<file path="config.mk">
export PLATFORM = sky130hd
export DESIGN_NAME = alu_flat
export DESIGN_NICKNAME = d
export VERILOG_FILES = /design/src/rtl/alu_if.sv /design/src/rtl/alu.sv /design/src/flat_wrapper.sv
export SDC_FILE = /design/constraint.sdc
export NUM_CORES = 1
export LEC_CHECK = 0
export ABC_AREA = 0
export BUFFER_PORTS_ARGS = -buffer_cell sky130_fd_sc_hd__buf_2
export CORE_MARGIN = 1
export CORE_UTILIZATION = 45
export CTS_BUF_LIST = sky130_fd_sc_hd__clkbuf_16
export DETAILED_ROUTE_END_ITERATION = 10
export GPL_ROUTABILITY_DRIVEN = 0
export PLACE_DENSITY = 0.65
export SYNTH_ARGS = -nofsm -noshare
export SYNTH_HDL_FRONTEND = slang
export SYNTH_SLANG_ARGS = --single-unit
</file>
<file path="constraint.sdc">
create_clock -name clk -period 3.5 [get_ports clk]
set_input_delay 0.35 -clock clk [delete_from_list [all_inputs] [get_ports clk]]
set_output_delay 0.35 -clock clk [all_outputs]
set_load 0.005 [all_outputs]
</file>
<file path="src/rtl/alu_if.sv">
// rtl/alu_if.sv - operand/opcode/result bundle between datapath and ALU
interface alu_if #(
   parameter int N = 32
);
   logic [N-1:0] A;
   logic [N-1:0] B;
   logic [2:0]   OP;
   logic [N-1:0] C;
   logic         OV;

   // The datapath drives operands and opcode and consumes the registered result
   modport master (
      output A,
      output B,
      output OP,
      input  C,
      input  OV
   );

   // The ALU consumes operands and opcode and drives the registered result
   modport slave (
      input  A,
      input  B,
      input  OP,
      output C,
      output OV
   );
endinterface

</file>
<file path="src/rtl/alu.sv">
// rtl/alu.sv - registered N-bit integer ALU with signed-overflow flag
module alu #(
   parameter int N = 32
) (
   input  logic  clk,
   input  logic  rst,
   alu_if.slave  bus
);
   localparam int SW = $clog2(N);

   localparam logic [2:0] OP_ADD = 3'b000;
   localparam logic [2:0] OP_SUB = 3'b001;
   localparam logic [2:0] OP_AND = 3'b010;
   localparam logic [2:0] OP_OR  = 3'b011;
   localparam logic [2:0] OP_XOR = 3'b100;
   localparam logic [2:0] OP_SLL = 3'b101;
   localparam logic [2:0] OP_SRL = 3'b110;
   localparam logic [2:0] OP_SRA = 3'b111;

   logic [N-1:0]  c_d, c_q;
   logic          ov_d, ov_q;
   logic [SW-1:0] shamt;
   logic [N-1:0]  sum, diff;

   // Only the low bits of B form the shift amount; the rest is ignored for shifts
   assign shamt = bus.B[SW-1:0];
   assign sum   = bus.A + bus.B;
   assign diff  = bus.A - bus.B;

   // Combinational result and overflow flag for the operation presented this cycle
   always_comb begin
      c_d  = '0;
      ov_d = 1'b0;
      case (bus.OP)
         OP_ADD: begin
            c_d  = sum;
            ov_d = (bus.A[N-1] == bus.B[N-1]) && (sum[N-1] != bus.A[N-1]);
         end
         OP_SUB: begin
            c_d  = diff;
            ov_d = (bus.A[N-1] != bus.B[N-1]) && (diff[N-1] != bus.A[N-1]);
         end
         OP_AND: c_d = bus.A & bus.B;
         OP_OR:  c_d = bus.A | bus.B;
         OP_XOR: c_d = bus.A ^ bus.B;
         OP_SLL: c_d = bus.A << shamt;
         OP_SRL: c_d = bus.A >> shamt;
         OP_SRA: c_d = $signed(bus.A) >>> shamt;
         default: begin
            c_d  = '0;
            ov_d = 1'b0;
         end
      endcase
   end

   // Output register; reset wins over any operation and discards the in-flight result
   always_ff @(posedge clk) begin
      if (rst) begin
         c_q  <= '0;
         ov_q <= 1'b0;
      end else begin
         c_q  <= c_d;
         ov_q <= ov_d;
      end
   end

   assign bus.C  = c_q;
   assign bus.OV = ov_q;
endmodule

</file>
<file path="src/flat_wrapper.sv">
// flat-port wrapper written by rule: the top's interface ports become plain ports
module alu_flat 
#(
   parameter int N = 32
)
  (clk, rst, bus_A, bus_B, bus_OP, bus_C, bus_OV);
  alu_if #(.N(N)) bus_i ();
  input  logic clk;
  input  logic rst;
  input wire logic [$bits(bus_i.A)-1:0] bus_A;
  input wire logic [$bits(bus_i.B)-1:0] bus_B;
  input wire logic [$bits(bus_i.OP)-1:0] bus_OP;
  output wire logic [$bits(bus_i.C)-1:0] bus_C;
  output wire logic [$bits(bus_i.OV)-1:0] bus_OV;
  assign bus_i.A = bus_A;
  assign bus_i.B = bus_B;
  assign bus_i.OP = bus_OP;
  assign bus_C = bus_i.C;
  assign bus_OV = bus_i.OV;
  alu #(.N(N)) u_core (.clk(clk), .rst(rst), .bus(bus_i));
endmodule
</file>
# Word level (Yosys, flattened, before mapping)
# Index checks and enable logic that the tools add are counted.
[totals]
reg_bits = 33
latch_bits = 0
ram_bits = 0
rom_bits = 0
inputBits = 69
output_inout_bits = 33
elab_cells = 26
memories = 0
[op_classes]
n_addsub = 2
mul = 0
div = 0
magnitude_cmp = 0
n_eq_ne = 11
n_shift = 3
n_mux = 2
bitwise = 3
n_reduce_logical = 3
[op_table]
columns = ["op", "count"]
rows = [
  ["$pmux W32 S8", 1],
  ["$add A32 B32 Y32", 1],
  ["$and A32 B32 Y32", 1],
  ["$or A32 B32 Y32", 1],
  ["$shl A32 B5 Y32", 1],
  ["$shr A32 B5 Y32", 1],
  ["$sshr A32 B5 Y32", 1],
  ["$sub A32 B32 Y32", 1],
  ["$xor A32 B32 Y32", 1],
  ["$eq A3 B3 Y1 const B", 4],
  ["$eq A3 B2 Y1 const B", 2],
  ["$eq A3 B1 Y1 const B", 1],
  ["$logic_not A3 Y1", 1],
  ["$ne A1 B1 Y1", 3],
  ["$logic_and A1 B1 Y1", 2],
  ["$pmux W1 S2", 1],
  ["$eq A1 B1 Y1", 1],
]

# Depth between registers and ports, before layout
# Gate-level depths: netlist of run 1.
[depth]
depth_word = 4
ltp_mapped = 16
mapped_depth_nobuf = 13

# Worst setup path before layout of run 1
# Ideal clock, no wire load.
[synth_path]
path_kind = "input to register"
from = "in bus_B[2]"
to = "reg u_core.ov_q (netlist: u_core.bus.OV)"
setup_ns = 0.116
arrival_ns = 3.504
required_time_ns = 3.384
setup_slack_ns = -0.121
path_stages = 16
path_buffers = 5
path_cell_list = "clkbuf_1 inv_1 buf_2 buf_2 buf_1 ha_1 buf_2 nor3_1 o31ai_1 nand3_1 a31oi_1 nand2_1 a211o_1 a2111o_1 a21o_1 a41o_1"
[synth_via]
elab_chain_len = 4
elab_cells_between_ends = 7
classes_between = "2 x add/sub; 2 x eq/ne; 1 x mux; 2 x reduce/logical"
[synth_rtl]
columns = ["item", "line_no", "rtl"]
rows = [
  ["from (decl)", "flat_wrapper.sv:11", "input wire logic [$bits(bus_i.B)-1:0] bus_B;"],
  ["$sub A32 B32 Y32 / $add A32 B32 Y32 (equally long branches)", "alu.sv:28, alu.sv:27", ""],
  ["$ne A1 B1 Y1, on equally long branches", "alu.sv:41, alu.sv:37", ""],
  ["$logic_and A1 B1 Y1, on equally long branches", "alu.sv:41, alu.sv:37", ""],
  ["$pmux W1 S2 *", "alu.sv:34", "case (bus.OP)"],
  ["to (signal assigned)", "alu.sv:63", "ov_q <= ov_d;"],
  ["to (decl)", "alu.sv:21", "logic ov_d, ov_q;"],
]
# Every way passes the cells marked *; elsewhere a longest branch is shown, timed or not.
# A chain may end at the register's enable or synchronous reset.

# Worst setup path after layout of run 1
[layout_path]
from = "in bus_A[0]"
to = "reg u_core.c_q[26] (netlist: u_core.bus.C[26])"
[layout_via]
elab_chain_len = 2
elab_cells_between_ends = 6
classes_between = "2 x add/sub; 3 x shift; 1 x mux"
[layout_rtl]
columns = ["item", "line_no", "rtl"]
rows = [
  ["from (decl)", "flat_wrapper.sv:10", "input wire logic [$bits(bus_i.A)-1:0] bus_A;"],
  ["$sub A32 B32 Y32 (tied with other cells)", "alu.sv:28", "assign diff = bus.A - bus.B;"],
  ["$pmux W32 S8 *", "alu.sv:34", ""],
  ["to (signal assigned)", "alu.sv:59", "c_q <= '0;"],
  ["to (signal assigned)", "alu.sv:62", "c_q <= c_d;"],
  ["to (decl)", "alu.sv:20", "logic [N-1:0] c_d, c_q;"],
]
# Marks and branches as above.

==> results of run 1 <==
[registers in the layout, summed over array words and instances, names as in the netlist]
| signal | cells |
|---|---|
| u_core.bus.C | 32 |
| u_core.bus.OV | 1 |
[metrics by stage]
step           utilization (%)  area [um2]  worst slack, ns  hold slack, ns
3_5_place_dp              51.4       10500            0.111           0.725
4_1_cts                   52.1       10700            0.427           0.412
2_1_floorplan                -        9510           0.0110           0.561
5_1_grt                   52.1       10700            0.189           0.426
3_3_place_gp              51.4       10500            0.160           0.701
6_report                  52.1       10700            0.343           0.419
[worst max-delay path, cell delays in order]
cell	delay (ns)
buf_2	0.14
inv_1	0.08
ha_1	0.17
inv_1	0.06
fa_1	0.39
nor2b_1	0.17
o21ai_0	0.25
a211oi_1	0.16
o2111a_1	0.35
nor2_1	0.18
o21ai_0	0.21
a221o_1	0.39
xnor2_1	0.14
a221o_1	0.31
[cell usage after synthesis (8+ instances only)]
cell type,count
o21bai_1,14
mux2i_1,62
a21o_1,15
nor2b_1,12
nand3_1,19
or3_1,8
buf_2,27
nor4_1,12
buf_4,10
a21oi_1,132
and3_1,9
buf_1,11
nand4_1,14
nor3_1,47
xnor2_1,25
mux2_2,18
inv_1,101
o21ai_0,101
a221oi_1,22
o211ai_1,28
clkbuf_1,62
nor2_1,156
a31oi_1,28
a211oi_1,40
ha_1,96
o22ai_1,21
nand2_1,83
dfxtp_1,33
o31ai_1,16
mux4_2,25
[logic make-up (layout without fill, tap and decap cells)]
logic type	Yosys count	count (layout)	share of synthesized area [%]
compound gates	505	505	35.1
xor+xnor	28	28	2.58
fa+ha+maj	99	99	13.2
buf+inv	215	297	9.29
flops	33	33	6.95
mux	105	105	14.6
simple gates	384	384	18.4
[power by group through the flow]
stage	Combinational [W]	Clock, W	Sequential, W
floorplan	0.00107	0	0.000442
global placement	0.00162	0	0.000437
detailed placement	0.00163	0	0.000436
CTS	0.00164	0.000463	0.000429
global route	0.00181	0.000490	0.000431
finish	0.00170	0.000468	0.000429
[area by class of cell]
cell class	instances	area (um2)	share of cell area [%]
Sequential cell	33	661	6.19
Inverter	104	390	3.66
Timing Repair Buffer	185	1160	10.9
Multi-Input combinational cell	1121	7980	74.8
Tap cell	270	338	3.17
Clock buffer	5	125	1.17
Clock inverter	3	13.8	0.129
[layer usage]
layer	vias up	share of wire (%)	global-route usage (%)
met2	819	41	51.7
met5	-	0	0
met1	5330	39	47.8
li1	5236	-	-
met3	158	11	6.80
met4	0	9.1	28.9
[final timing paths]
check	slack (ns)	startpoint	end
max	0.34	bus_A[0]	u_core.bus.C[26]$_SDFF_PP0_
min	0.42	rst	u_core.bus.C[31]$_SDFF_PP0_
==> results.txt, run 1 <==
synthesized cell area = 9510 um2
die height = 147 um
Seq pwr share = 16.5%
Via density = 6.71
Fin. Hold Viols = 0
maximum number of pins on one net before global-route repair = 86
leakage power = 4.74 nW
TNS Setup = 0 ns
# Post-CTS Setup Buffers = 0
residual DRC count = 0
htree depth = 2
combinational share of power = 65.5%
asr flop ratio synth = 0%
Synth area leader = ha_1
crit-path max FO = 6
Synth Flop Type = dfxtp_1
total power = 0.00260 W
Data arrival, critical path = 3.35 ns
post-synthesis cell count = 1369
CTS tree = built
Worst-Margin Slew = 0.894 ns
post-synthesis cell type count = 80
Post-Syn Nets = 1536
#FFs+latches synth = 33
Worst slew margin = 38.8%
port bufs = 101
RSZ-0062 raised after global routing = no
final worst-path cycle share = 90.2%
die area = 21700 um2
CTS Hold Bufs = 0
# setup viols final = 0
Clock Sinks = 33
Max clock buf depth = 2
Filler cells = 2096
WL/cell = 23.4 um
total track usage = 36.3%
dpl cells = 1713
DPL Wire Length = 31.1 mm
# diodes = 0
cts repair resizes = 0
Sw Ratio = 49.2%
number of synthesized flops with an enable pin = 0
top cell type's share of synthesized area = 12.6%
sequential share of the synthesized area = 6.95%
Clock power frac = 18.0%
status = finished, final reports clean
P_int = 0.00132 W
Clk pin slew, worst setup/hold paths = 0.06 ns
first-pass GRT wire length = 60.8 mm
Area Growth Syn to Fin = 12.2%
worst path required time = 3.70 ns
max_cap viols = 0
Critical Path Sink Type = register
Post-Syn Area per Cell = 6.94 um2
hold depth = 2
fmax = 0.317 GHz
max-slew violation count = 0
TritonCTS buffer count = 5
GRT overflow = 0
PwrDens = 243 nW/um2
NumNets Final = 1617
WL final = 40.3 mm
Yosys warning count = 0
Hold Crit Class = input port to register
Routed Antenna Nets = 0
most frequent cells in the layout = 156 x nor2_1, 132 x a21oi_1, 101 x inv_1, 101 x o21ai_0, 100 x buf_2
Root Buffer Master = clkbuf_16
Worst VDD drop = 0.185 mV
initial antenna violation count = 0
ranking of synthesized cells by area = ha_1 13%, a21oi_1 7.0%, dfxtp_1 7.0%, mux2i_1 6.5%, nor2_1 6.2%
fraction of layout instances using a drive strength above 1 = 17.8%
Cell Rows = 52
Die Wd = 147 um
Tmin final = 3.16 ns
DR vias = 11.5k
CP Class = input port to register
Layout Cells excl Fill = 1721
Starting DRT DRC Count = 1636
most common cell after layout, fill and taps aside = nor2_1
startpoint types = input port
initial core utilization = 46.4%
vias in the first global route = 10.4k
core area = 20500 um2
Ports = 102
drt first pass iters = 8
switching pwr = 0.00128 W
(Power assumes the default switching activity.)
==> run 2, diff against run 1 <==
==> constraint.sdc (replaced) <==
create_clock -name clk -period 3.5 [get_ports clk]
set_input_delay 0.875 -clock clk [delete_from_list [all_inputs] [get_ports clk]]
set_output_delay 0.875 -clock clk [all_outputs]
set_load 0.005 [all_outputs]
==> run 2 against run 1 <==
Effect of this change:
- clock power about the same
- via count grew 5.7%
- global-route usage up 1.4 points
- sequential cell count is the same
- final area increased by 11%
- combinational power rose by 12%
- largest cell class unchanged
- largest power group unchanged
==> results.txt, run 2 (synthesis gave the netlist of run 1 again) <==
NumNets Final = 1760 (+8.8%)
leakage power = 5.42 nW (+15%)
die area = 21700 um2 (unchanged)
worst path required time = 3.64 ns (-0.06 ns)
Cell Rows = 52 (unchanged)
DPL Wire Length = 33.1 mm (+6.4%)
TritonCTS buffer count = 5 (unchanged)
max-slew violation count = 0 (unchanged)
startpoint types = input port
RSZ-0062 raised after global routing = yes
Root Buffer Master = clkbuf_16
TNS Setup = 0 ns (unchanged)
drt first pass iters = 6 (-2)
total track usage = 37.7% (+1.4 points)
Ports = 102 (unchanged)
CTS tree = built
fmax = 0.287 GHz (-9.5%)
fraction of layout instances using a drive strength above 1 = 26.5% (+8.7 points)
most frequent cells in the layout = 227 x buf_4, 155 x nor2_1, 129 x a21oi_1, 100 x buf_2, 98 x inv_1
initial antenna violation count = 0 (unchanged)
Starting DRT DRC Count = 1526 (-6.7%)
# diodes = 0 (unchanged)
Layout Cells excl Fill = 1864 (+8.3%)
max_cap viols = 0 (unchanged)
crit-path max FO = 5 (-1)
Worst slew margin = 50.9% (+12 points)
WL/cell = 22.6 um (-3.6%)
dpl cells = 1854 (+8.2%)
most common cell after layout, fill and taps aside = buf_4
DR vias = 12.2k (+5.7%)
Fin. Hold Viols = 0 (unchanged)
Clock Sinks = 33 (unchanged)
# setup viols final = 0 (unchanged)
status = finished, final reports clean
final worst-path cycle share = 99.6% (+9.4 points)
max FFs per register = 32 (unchanged)
Area Growth Syn to Fin = 24.7%
htree depth = 2 (unchanged)
Via density = 6.55 (-2.4%)
core area = 20500 um2 (unchanged)
port bufs = 101 (unchanged)
initial core utilization = 46.4% (unchanged)
PwrDens = 236 nW/um2 (-2.9%)
WL final = 42.1 mm (+4.4%)
Critical Path Sink Type = register
first-pass GRT wire length = 63.6 mm (+4.6%)
CP Class = input port to register
GRT overflow = 0 (unchanged)
die height = 147 um (unchanged)
Worst VDD drop = 0.185 mV (-0.29%)
maximum number of pins on one net before global-route repair = 83 (-3.5%)
Hold Worst Slack = 1.03 ns (+0.607 ns)
Data arrival, critical path = 3.63 ns (+0.28 ns)
Die Wd = 147 um (unchanged)
residual DRC count = 0 (unchanged)
Hold Crit Class = input port to register
Worst-Margin Slew = 0.737 ns (-0.157 ns)
Clk pin slew, worst setup/hold paths = 0.06 ns (about the same)
Tmin final = 3.49 ns (+0.331 ns)
Routed Antenna Nets = 0 (unchanged)
vias in the first global route = 11.1k (+6.8%)
Max clock buf depth = 2 (unchanged)
==> run 2: changes by cell type in the layout (fill, tap and decap cells not counted), moves of 3 or more <==
cell	change
a21oi_1	-3
ha_1	-3
o21ai_1	+4
o21ai_0	-4
a211oi_1	-3
inv_1	-3
a21oi_2	+3
buf_4	+144
clkinvlp_4	+3
==> run 2: critical path, cell delays in order <==
cell and delay [ns]:
buf_4 0.10, clkinvlp_4 0.18, buf_4 0.20, fa_1 0.43, nand2b_1 0.18, a21oi_1 0.22
nor2_1 0.09, o21bai_1 0.24, a2111oi_0 0.15, nor3_1 0.41, o22ai_1 0.16, o21ai_0 0.22
a31oi_1 0.17
==> run 2: repair_timing <==
action | 4_1_cts | 5_1_grt
setup buffers | 0 | 2
gates resized for setup | 0 | 11
hold buffers | 0 | 0
endpoints found under the setup margin | 0 | 11
==> run 2: area by class of cell <==
| cell class | instances | area (um2) |
|---|---|---|
| sequential | 33 | 661 |
| timing repair buffer | 328 | 2230 |
| multi-input combinational | 1121 | 8080 |
| tap | 270 | 338 |
| fill | 2026 | 8650 |
| clock buffer | 5 | 125 |
| inverter | 104 | 400 |
| clock inverter | 3 | 17.5 |
==> run 2: stage by stage <==
step	total power [W]	utilization, %	setup WS [ns]	cell area (um2)
floorplan	0.00154	-	-0.214	9680
global placement	0.00223	56.8	-0.174	11600
detailed placement	0.00225	56.8	-0.247	11600
CTS	0.00272	57.5	0.0559	11800
global route	0.00294	57.8	-0.0125	11800
finish	0.00280	57.8	0.0123	11800
==> run 2: where the power goes <==
| group | leakage [nW] | internal [W] | switching (W) |
|---|---|---|---|
| Combinational | 5.08 | 0.000792 | 0.00111 |
| Clock | 0.0696 | 0.000262 | 0.000205 |
| Sequential | 0.275 | 0.000417 | 0.0000116 |
==> run 2: metal layers <==
metal  global-route usage, %  vias to the layer above  share of wire [%]
met5                       0                        -                  0
met2                    56.6                      934                 42
met4                    26.0                        0                8.1
met1                    49.1                     5566                 38
met3                    6.34                      176                 12
li1                        -                     5526                  -
==> run 2: final timing paths <==
kind	slack (ns)	start	cells after the start	endpoint
setup / recovery	0.01	bus_B[1]	13	u_core.bus.C[10]$_SDFF_PP0_
hold / removal	1.03	rst	2	u_core.bus.C[21]$_SDFF_PP0_
==> run 3, diff against run 2 <==
--- a/config.mk
+++ b/config.mk
@@ -12,7 +12,7 @@
 export CTS_BUF_LIST = sky130_fd_sc_hd__clkbuf_16
 export DETAILED_ROUTE_END_ITERATION = 10
 export GPL_ROUTABILITY_DRIVEN = 0
-export PLACE_DENSITY = 0.65
+export PLACE_DENSITY = 0.66
 export SYNTH_ARGS = -nofsm -noshare
 export SYNTH_HDL_FRONTEND = slang
 export SYNTH_SLANG_ARGS = --single-unit
==> run 3 against run 2 <==
Effect of this change:
- final area hardly changed
- hold slack got worse by 0.066 ns
- cell count is 0.16% lower
- routed wire length is 1.7% lower
- critical path depth is the same
- total power decreased by 0.15%
- critical endpoint is now u_core.bus.C[21]$_SDFF_PP0_
- clock power is essentially flat
==> results.txt, run 3 (synthesis gave the netlist of run 1 again) <==
Cell Rows = 52 (unchanged)
sequence of cells on the critical path = buf_2 > inv_1 > ha_1 > nor4_1 > o311ai_1 > buf_4 > nand4_1 > a211oi_2 > o21ai_1 > a21oi_1 > xnor2_1 > a21oi_1 > a211oi_1
die area = 21700 um2 (unchanged)
residual DRC count = 0 (unchanged)
most frequent cell on the critical path = a21oi_1
Hold Crit Class = input port to register
cell count along the critical path = 13 (unchanged)
Worst Hold Launch = rst
NumNets Final = 1757 (-0.17%)
first-pass GRT wire length = 62.8 mm (-1.1%)
Clk pin slew, worst setup/hold paths = 0.07 ns (about the same)
port bufs = 101 (unchanged)
most frequent cells in the layout = 221 x buf_4, 155 x nor2_1, 130 x a21oi_1, 100 x buf_2, 98 x inv_1
die height = 147 um (unchanged)
worst path bufs/invs = 3 (unchanged)
Area Growth Syn to Fin = 24.5% (about the same)
Worst Setup SP = bus_B[4]
worst path required time = 3.67 ns (+0.03 ns)
# diodes = 0 (unchanged)
leakage power = 5.42 nW (-0.12%)
Max clock buf depth = 2 (unchanged)
Worst slew margin = 48.9% (-2.0 points)
Data arrival, critical path = 3.65 ns (+0.02 ns)
Tmin final = 3.48 ns (-0.0110 ns)
Starting DRT DRC Count = 1598 (+4.7%)
cell with the largest stage delay on the worst path = nor4_1
maximum number of pins on one net before global-route repair = 83 (unchanged)
CTS tree = built
WL final = 41.4 mm (-1.7%)
htree depth = 2 (unchanged)
CP Class = input port to register
drt first pass iters = 6 (unchanged)
CTS Hold Bufs = 0 (unchanged)
# setup viols final = 0 (unchanged)
dpl cells = 1852 (-0.11%)
max-slew violation count = 0 (unchanged)
startpoint types = input port
WL/cell = 22.2 um (-1.5%)
total track usage = 37.4% (-0.26 points)
RSZ-0062 raised after global routing = no
final worst-path cycle share = 99.3% (-0.31 points)
Clock Sinks = 33 (unchanged)
crit-path max FO = 5 (unchanged)
Fin. Hold Viols = 0 (unchanged)
Layout Cells excl Fill = 1861 (-0.16%)
TritonCTS buffer count = 5 (unchanged)
Die Wd = 147 um (unchanged)
GRT overflow = 0 (unchanged)
Root Buffer Master = clkbuf_16
fmax = 0.288 GHz (+0.32%)
DPL Wire Length = 32.9 mm (-0.61%)
most common cell after layout, fill and taps aside = buf_4
core area = 20500 um2 (unchanged)
Worst VDD drop = 0.183 mV (-0.84%)
Hold Worst Slack = 0.960 ns (-0.0659 ns)
TNS Setup = 0 ns (unchanged)
crit-path max cell delay = 0.44 ns (about the same)
fraction of layout instances using a drive strength above 1 = 26.3% (-0.20 points)
max FFs per register = 32 (unchanged)
Crit path max-delay family = compound AO/OA/AOI/OAI gates
vias in the first global route = 11.0k (-0.65%)
Critical Path Sink Type = register
initial core utilization = 46.4% (unchanged)
status = finished, final reports clean
DR vias = 12.1k (-0.89%)
Worst-Margin Slew = 0.767 ns (+0.0301 ns)
PwrDens = 236 nW/um2 (about the same)
Routed Antenna Nets = 0 (unchanged)
Via density = 6.50 (-0.73%)
max_cap viols = 0 (unchanged)
initial antenna violation count = 0 (unchanged)
hold depth = 2 (unchanged)
Ports = 102 (unchanged)
==> run 3: cell types whose count changed in the layout (fill, tap and decap cells not counted), sizes merged <==
cell,previous run,this run
buf,328,325
==> run 3: power by group <==
group	switching (W)	internal (W)	leakage (nW)	total, W
Sequential	0.0000106	0.000417	0.275	0.000428
Combinational	0.00110	0.000794	5.07	0.00190
Clock	0.000207	0.000262	0.0696	0.000469
Total	0.00132	0.00147	5.42	0.00280
==> run 3: cell type report <==
cell class	instances	area [um2]
clock buffer	5	125
clock inverter	3	17.5
fill	2000	8660
inverter	104	400
multi-input combinational	1121	8060
sequential	33	661
tap	270	338
timing repair buffer	325	2240
==> run 3: per-layer routing <==
metal / vias up / routed length (um) / global-route usage (%) / part of all wire, %
li1: 5535 / - / - / -
met1: 5532 / 15800 / 49.3 / 38
met2: 857 / 17400 / 56.2 / 42
met3: 170 / 4730 / 5.09 / 11
met4: 0 / 3440 / 26.6 / 8.3
met5: - / 0 / 0 / 0
==> run 3: repair_timing <==
| item | in CTS | in global routing |
|---|---|---|
| setup endpoints to repair | 1 | 8 |
| hold endpoints to repair | 0 | 0 |
| setup buffers | 0 | 1 |
| pin swaps | 0 | 5 |
| gates resized for setup | 1 | 8 |
==> run 3: worst paths after layout <==
| kind | end | slack [ns] |
|---|---|---|
| max | u_core.bus.C[21]$_SDFF_PP0_ | 0.02 |
| min | u_core.bus.C[29]$_SDFF_PP0_ | 0.96 |
==> run 3: through the flow <==
step | total power, W | worst slack (ns) | utilization [%] | instance area, um2
finish | 0.00280 | 0.0233 | 57.8 | 11800
floorplan | 0.00154 | -0.214 | - | 9680
global route | 0.00294 | 0.00905 | 57.8 | 11800
CTS | 0.00272 | 0.0415 | 57.6 | 11800
global placement | 0.00224 | -0.250 | 56.9 | 11700
detailed placement | 0.00225 | -0.260 | 56.9 | 11700
